===== src/rtl/mult_pkg.sv =====
// Shared constants for the HI/LO multiply sequencer: datapath widths,
// default watchdog limit and controller state encoding.
package mult_pkg;

    localparam int unsigned XLEN            = 32;
    localparam int unsigned PLEN            = 64;
    localparam int unsigned TIMEOUT_DEFAULT = 300;
    localparam int unsigned CNT_W_DEFAULT   = 9;

    localparam logic [1:0] StIdle  = 2'd0;
    localparam logic [1:0] StStart = 2'd1;
    localparam logic [1:0] StWait  = 2'd2;
    localparam logic [1:0] StFix   = 2'd3;

endpackage


===== src/rtl/mult_sign_fix.sv =====
// Conditional two's-complement negation; used as |x| on the operands and as
// the final sign correction on the 64-bit product.
module mult_sign_fix #(
    parameter int unsigned W = 32
) (
    input  logic         neg_i,
    input  logic [W-1:0] val_i,
    output logic [W-1:0] val_o
);

    logic [W-1:0] one;

    assign one   = {{(W-1){1'b0}}, 1'b1};
    // |0x80..0| wraps back to 0x80..0, which is the correct unsigned magnitude.
    assign val_o = neg_i ? (~val_i + one) : val_i;

endmodule


===== src/rtl/mult_hilo_ctrl.sv =====
// Sequencer around the shift-add multiplier: operand sign conversion, start/ready
// handshake with a watchdog, sign correction and the architectural HI/LO registers.
module mult_hilo_ctrl
    import mult_pkg::*;
#(
    parameter int unsigned TIMEOUT_CYCLES = TIMEOUT_DEFAULT,
    parameter int unsigned CNT_W          = CNT_W_DEFAULT
) (
    input  logic            clk,
    input  logic            rst_n,
    input  logic            mult_go,
    input  logic            mult_signed,
    input  logic [XLEN-1:0] rs_val,
    input  logic [XLEN-1:0] rt_val,
    input  logic            mthi_we,
    input  logic            mtlo_we,
    input  logic [XLEN-1:0] wr_data,
    output logic            mul_start,
    output logic [XLEN-1:0] mul_a,
    output logic [XLEN-1:0] mul_b,
    input  logic [PLEN-1:0] mul_product,
    input  logic            mul_ready,
    output logic [XLEN-1:0] hi,
    output logic [XLEN-1:0] lo,
    output logic            busy,
    output logic            done,
    output logic            err
);

    localparam logic [CNT_W-1:0] WdLast = CNT_W'(TIMEOUT_CYCLES - 1);

    logic [1:0]      state_q, state_d;
    logic            neg_q, neg_d;
    logic [XLEN-1:0] mul_a_q, mul_a_d;
    logic [XLEN-1:0] mul_b_q, mul_b_d;
    logic            mul_start_q, mul_start_d;
    logic [PLEN-1:0] p_q, p_d;
    logic [XLEN-1:0] hi_q, hi_d;
    logic [XLEN-1:0] lo_q, lo_d;
    logic            busy_q, busy_d;
    logic            done_q, done_d;
    logic            err_q, err_d;
    logic [CNT_W-1:0] wd_q, wd_d;

    logic [XLEN-1:0] mag_a, mag_b;
    logic [PLEN-1:0] result;

    mult_sign_fix #(.W(XLEN)) u_mag_a (
        .neg_i (mult_signed & rs_val[XLEN-1]),
        .val_i (rs_val),
        .val_o (mag_a)
    );

    mult_sign_fix #(.W(XLEN)) u_mag_b (
        .neg_i (mult_signed & rt_val[XLEN-1]),
        .val_i (rt_val),
        .val_o (mag_b)
    );

    mult_sign_fix #(.W(PLEN)) u_negate (
        .neg_i (neg_q),
        .val_i (p_q),
        .val_o (result)
    );

    always_comb begin
        state_d     = state_q;
        neg_d       = neg_q;
        mul_a_d     = mul_a_q;
        mul_b_d     = mul_b_q;
        mul_start_d = 1'b0;
        p_d         = p_q;
        hi_d        = hi_q;
        lo_d        = lo_q;
        done_d      = 1'b0;
        err_d       = err_q;
        wd_d        = wd_q;

        unique case (state_q)
            StIdle: begin
                // MT writes and a new multiply may coincide; the multiply
                // overwrites both halves later.
                if (mthi_we) hi_d = wr_data;
                if (mtlo_we) lo_d = wr_data;
                if (mult_go) begin
                    neg_d       = mult_signed & (rs_val[XLEN-1] ^ rt_val[XLEN-1]);
                    mul_a_d     = mag_a;
                    mul_b_d     = mag_b;
                    mul_start_d = 1'b1;
                    state_d     = StStart;
                end
            end
            StStart: begin
                wd_d    = '0;
                state_d = StWait;
            end
            StWait: begin
                if (mul_ready) begin
                    p_d     = mul_product;
                    state_d = StFix;
                end else if (wd_q == WdLast) begin
                    err_d   = 1'b1;
                    state_d = StIdle;
                end else begin
                    wd_d = wd_q + 1'b1;
                end
            end
            StFix: begin
                hi_d    = result[PLEN-1:XLEN];
                lo_d    = result[XLEN-1:0];
                done_d  = 1'b1;
                state_d = StIdle;
            end
            default: state_d = StIdle;
        endcase

        busy_d = (state_d != StIdle);
    end

    always_ff @(posedge clk or negedge rst_n) begin
        if (!rst_n) begin
            state_q     <= StIdle;
            neg_q       <= 1'b0;
            mul_a_q     <= '0;
            mul_b_q     <= '0;
            mul_start_q <= 1'b0;
            p_q         <= '0;
            hi_q        <= '0;
            lo_q        <= '0;
            busy_q      <= 1'b0;
            done_q      <= 1'b0;
            err_q       <= 1'b0;
            wd_q        <= '0;
        end else begin
            state_q     <= state_d;
            neg_q       <= neg_d;
            mul_a_q     <= mul_a_d;
            mul_b_q     <= mul_b_d;
            mul_start_q <= mul_start_d;
            p_q         <= p_d;
            hi_q        <= hi_d;
            lo_q        <= lo_d;
            busy_q      <= busy_d;
            done_q      <= done_d;
            err_q       <= err_d;
            wd_q        <= wd_d;
        end
    end

    assign mul_start = mul_start_q;
    assign mul_a     = mul_a_q;
    assign mul_b     = mul_b_q;
    assign hi        = hi_q;
    assign lo        = lo_q;
    assign busy      = busy_q;
    assign done      = done_q;
    assign err       = err_q;

endmodule


===== config.mk =====
export PLATFORM = sky130hd
export DESIGN_NAME = mult_hilo_ctrl
export DESIGN_NICKNAME = d
export VERILOG_FILES = /design/src/rtl/mult_pkg.sv /design/src/rtl/mult_sign_fix.sv /design/src/rtl/mult_hilo_ctrl.sv
export SDC_FILE = /design/constraint.sdc
export NUM_CORES = 1
export LEC_CHECK = 0
export BUFFER_PORTS_ARGS = -buffer_cell sky130_fd_sc_hd__buf_2
export CORE_UTILIZATION = 43
export DETAILED_ROUTE_END_ITERATION = 10
export PLACE_DENSITY = 0.71
export SKIP_LAST_GASP = 1
export SYNTH_ARGS = -nofsm -noshare
export SYNTH_HDL_FRONTEND = slang
export SYNTH_SLANG_ARGS = --single-unit
export TNS_END_PERCENT = 10

===== constraint.sdc =====
create_clock -name clk -period 4.2 [get_ports clk]
set_input_delay 0 -clock clk [delete_from_list [all_inputs] [get_ports clk]]
set_output_delay 0 -clock clk [all_outputs]
set_load 0.02 [all_outputs]

# Yosys cells after proc, flatten, opt, wreduce, memory -nomap -nowiden
# Index checks and enable logic that the tools add are counted.
# W data, S select, Z words.
[classes]
add_sub_neg = 4
eq_ne = 8
n_mux = 17
n_bitwise = 8
reduce_logical = 10
[ops]
columns = ["op", "n"]
rows = [
  ["$mux W32", 4],
  ["$pmux W32 S2", 2],
  ["$add A32 B1 Y32 const B", 2],
  ["$add A64 B1 Y64 const B", 1],
  ["$mux W64", 1],
  ["$not A32 Y32", 2],
  ["$not A64 Y64", 1],
  ["$mux W9", 2],
  ["$pmux W9 S2", 1],
  ["$add A9 B1 Y9 const B", 1],
  ["$eq A9 B9 Y1 const B", 1],
  ["$ne A2 B2 Y1 const B", 4],
  ["$pmux W2 S4", 1],
  ["$reduce_and A2 Y1", 4],
  ["$mux W2", 3],
  ["$reduce_and A3 Y1", 2],
  ["$reduce_bool A2 Y1", 3],
  ["$eq A2 B2 Y1 const B", 2],
  ["$and A1 B1 Y1", 3],
  ["$mux W1", 3],
  ["$eq A2 B1 Y1 const B", 1],
  ["$logic_not A2 Y1", 1],
  ["$not A1 Y1", 1],
  ["$xor A1 B1 Y1", 1],
]
[totals]
reg_bits = 208
in_bits = 167
output_inout_bits = 132
word_cells = 59

# Longest topological paths before layout
[logic_depth]
ltp_word = 5
ltp_mapped = 9

# Hierarchy
# A second synthesis with hierarchy kept.
[hier_totals]
cells_unflattened = 969
hier_area_um2 = 11927.7
[by_module_without_submodules]
columns = ["module", "instances", "cells_each", "area_per_inst_um2", "seq_area_each_um2"]
rows = [
  ["mult_hilo_ctrl", 1, 565, 8724.6, 5205.0],
  ["mult_sign_fix at u_negate", 1, 206, 1649.1, 0.0],
  ["mult_sign_fix at u_mag_a ...", 2, 99, 777.0, 0.0],
]

# Worst setup path before layout
# No wires, ideal clock.
[synth_path]
kind = "register to register"
start = "register p_q[24]"
end = "register hi_q[29] (netlist: hi[29])"
setup_ps = 83
arrival_ps = 2658
required_time_ps = 4117
setup_slack_ps = 1459
stages_incl_launch_ff = 8
synth_period_minus_slack_ps = 2741
path_cell_list = "dfrtp_1 or4_1 or4_4 nand4bb_1 buf_2 or3_4 o41a_1 o21ai_0"
[synth_between]
elab_chain_cells = 4
[synth_rtl]
columns = ["element", "line", "rtl"]
rows = [
  ["start, declared", "mult_hilo_ctrl.sv:37", "logic [PLEN-1:0] p_q, p_d;"],
  ["start signal, assigned", "mult_hilo_ctrl.sv:140", "p_q <= p_d;"],
  ["$not A64 Y64", "mult_sign_fix.sv:15", "assign val_o = neg_i ? (~val_i + one) : val_i;"],
  ["$add A64 B1 Y64", "mult_sign_fix.sv:15", ""],
  ["$mux W64", "mult_sign_fix.sv:15", ""],
  ["$pmux W32 S2", "mult_hilo_ctrl.sv:79", "unique case (state_q)"],
  ["end signal, assigned", "mult_hilo_ctrl.sv:141", "hi_q <= hi_d;"],
  ["end, declared", "mult_hilo_ctrl.sv:38", "logic [XLEN-1:0] hi_q, hi_d;"],
]
# No other way between the ends.
# A chain may end at the register's enable or synchronous reset.

# Worst setup path after layout
[layout_path]
start = "input rs_val[8]"
end = "register mul_a_q[23] (netlist: mul_a[23])"
[layout_between]
elab_chain_cells = 3
[layout_rtl]
columns = ["element", "line", "rtl"]
rows = [
  ["start, declared", "mult_hilo_ctrl.sv:13", "input logic [XLEN-1:0] rs_val,"],
  ["$not A32 Y32", "mult_sign_fix.sv:15", ""],
  ["$add A32 B1 Y32", "mult_sign_fix.sv:15", ""],
  ["$mux W32", "mult_sign_fix.sv:15", ""],
  ["end signal, assigned", "mult_hilo_ctrl.sv:137", "mul_a_q <= mul_a_d;"],
  ["end, declared", "mult_hilo_ctrl.sv:34", "logic [XLEN-1:0] mul_a_q, mul_a_d;"],
]
# No other way between the ends.

==> flow_summary.toml <==
[outcome]
outcome = "completed"

[yosys]
synth_area_mm2 = 0.01095
synth_area_leaders = "dfrtp_1 (48%), mux2_2 (6.7%), o21ai_0 (5.6%)"
synth_cell_type_count = 55
synth_warnings = 0
async_reset_ff_share_pct = 100.0
yosysTopAreaCell = "dfrtp_1"
ys_seq_area_share_pct = 47.53
yosysTopAreaCellShare_pct = 47.53
synth_cells = 1119
synth_ff_type = "dfrtp_1"
synth_xor_area_share_pct = 7.118
synth_compound_area_share_pct = 16.30
syn_nets = 1290
yosys-mux-area-fraction_pct = 8.237
synth_edf_count = 0
avgSynthCellArea_um2 = 9.787
synth_top_family_by_area = "simple AND/OR/NAND/NOR gates"
yosys.area_share.adder_pct = 0.4570
synth_seq_cells = 208
yosys.area_share.simple_pct = 17.67

[power]
clockPowerShare_pct = 21.0
switchingPower_uw = 4513
seqPwrFrac_pct = 36.3
p_per_area_mw_per_mm2 = 694.9
switching_share_pct = 42.02
peakVddDrop_v = 0.0003666
intPower_uw = 6228
cellLeakagePower_uw = 0.006861
combPwrFrac_pct = 42.7

[layout]
multi_input_area_mm2 = 0.005468
fin_util_pct = 61.56
seq_area_mm2 = 0.005205
areaGrowthSynthToFinish_pct = 41.13
fill_cells = 2017
nets = 1747
layout-drive-gt1-share_pct = 27.39

[floorplan]
row_count = 58
core_area_mm2 = 0.02511
num_io_pins = 299
fp.dieH_um = 161.6
die_w_um = 161.6
initial_core_util_pct = 43.62
die_area_mm2 = 0.02611

[place]
pre_cts_ws_ns = 1.091
gp_congestion = 0.8964
port_buffers = 298
dp_hpwl_um = 25040

[timing]
max-slew-margin-rel_pct = 31.63
hold_viol = 0
setup_viol = 0
setup_ws_ns = 1.049
worst_pin_slew_ns = 1.026
tns_ns = 0
drv_slew = 0
rsz0062_at_grt = "no"
fmax_ghz = 0.3174
finalCritPeriodShare_pct = 75.02
fin_skew_ns = 0.01411
fin_hold_ws_ns = 0.09056
period_needed_ns = 3.151

[critical_path]
r2r_slack_ns = 1.06
crit_path_max_fanout = 7
crit_buf_inv = 3
endpoint_kind = "flip-flop"
cpMostUsedCell = "dlygate4sd3_1"
crit_family = "simple AND/OR/NAND/NOR gates"
setup.worst_path.start_class = "input port"
arrival_ns = 3.53
cpPeakStageDelay_ns = 0.57
crit_type = "in -> reg"
crit_slowest_cell = "or4_1"
cp.required_ns = 4.58
worstPathCellList = "dlygate4sd3_1, buf_2, or4_1, nor3_1, nand3_1, o31ai_1, xor2_1, dlygate4sd3_1, o21ai_0"

[clocking]
cts_sinks = 208
cts_tree = "done"
cts_buffers = 25
cts_setup_buffers = 0
cts.htree.levels = 1
ctsResizeCount = 0
path_clk_slew_ns = 0.06
root_buffer = "clkbuf_16"
clk_latency_ns = 0.52
clk_path_buf_depth = 3
postCtsHoldBufs = 185

[global_routing]
track_usage_pct = 28.39
overflow = 0
grt_pass1_vias = 10800
grt_antenna_before_repair = 5
grt_max_degree = 121
grt_pass1_wl_um = 58440

[routing]
drt-total-wl_um = 37190
routed_via_density = 5.719
drtIter0Drc = 1146
antenna_left = 0
drc = 0
wire_per_inst_um = 19.32
dr.pass1.iters = 6
num_vias = 11010

[worst_hold_path]
min_path_type = "in -> reg"

[job]
drv_cap = 0
## state kept, by name, indices dropped and copies added (netlist names), 2 cells and up
name and flops:
wd_q 9, hi 32, lo 32, state_q 2, mul_a 32, p_q 64, mul_b 32
## tightest hold or removal path, stage by stage
cell	delay [ns]
buf_2	0.07
and2_1	0.18
nor2_2	0.15
nand2_1	0.10
nand2_1	0.05
## metrics by stage
step	total power [uW]	instances	instance area, um2
final	10740	1925	15460
after global routing	11370	1924	15450
after CTS	10710	1922	15450
after detailed placement	8243	1694	12740
after global placement	8122	1694	12740
after floorplan	6631	1119	10950
## worst paths after layout
path                             end  depth (start not counted)  startpoint
min                            lo[0]                          5     mtlo_we
max reg2reg                   hi[29]                          6     p_q[24]
max                        mul_a[23]                          9   rs_val[8]
min in group asynchronous     hi[18]                          2       rst_n
max in group asynchronous  mul_a[14]                          3       rst_n
min reg2reg                      err                          1         err
## power groups by stage
stage	Sequential, uW	Combinational [uW]	Clock, uW
after global routing	4010	4980	2370
after detailed placement	3870	4380	0
after CTS	3850	4550	2300
after floorplan	4360	2270	0
final	3900	4580	2260
after global placement	3830	4290	0
## cell usage after synthesis, types with 12 or more instances
master      n
a22oi_1    22
o21ai_0   122
xor2_1     57
mux2i_1    17
or3_1      18
nor4_1     20
a21oi_1    31
o31ai_1    18
clkbuf_1   53
o41ai_1    12
mux2_2     65
a222oi_1   25
nand2_1   137
xnor2_1    32
nor3_1     29
dfrtp_1   208
inv_1      12
nor2_1     58
nor2b_1    17
nand3_1    30
or4_1      16
## per-layer routing
layer  up-vias  part of all wire, %  track usage [%]
li1       5017                    -                -
met1      5290                   39            35.92
met2       584                   48            47.63
met3       113                  9.3            5.752
met4         6                  3.9            11.11
met5         -                0.075                0
## cell families (layout without fill, tap and decap cells)
group / count (synthesis) / after routing
AOI/OAI and AO/OA: 273 / 273
xor gates and xnor gates: 89 / 89
adders and majority gates: 4 / 4
buffers and inverters: 78 / 551
DFF: 208 / 208
muxes: 82 / 82
other: 0 / 3
and+or+nand+nor: 385 / 385
## area by class of cell
type	instances	area share [%]
multi-input cells	833	35.38
flip-flops and latches	208	33.68
repair buffers	495	22.35
clock buffers	36	4.833
well taps	330	2.671
clock inverters	7	0.7286
inverters	13	0.3157
diodes	3	0.04857
## layout by cell type (no fill, tap or decap), types with 4 or more instances in the layout
cell,n
nand3b_1,6
buf_2,297
a22oi_1,22
nor4_1,20
nand2b_1,5
nor3_1,29
clkbuf_16,25
a31oi_1,5
xor2_1,57
mux2_2,65
inv_1,12
nand3_1,30
a22o_1,9
ha_1,4
nand2_1,136
clkbuf_8,9
mux2i_1,17
buf_4,11
a21oi_1,31
o21ai_0,122
or3_1,18
and3_1,8
nor2_1,55
a222oi_1,25
or2_2,11
or4_1,16
xnor2_1,32
o211ai_1,7
and2_1,5
dlygate4sd3_1,185
o41ai_1,12
o31ai_1,18
nand4b_1,4
nor2b_1,17
dfrtp_1,208
nand4_1,8
o221ai_1,7
No activity file was read; power rests on OpenSTA's default activity.
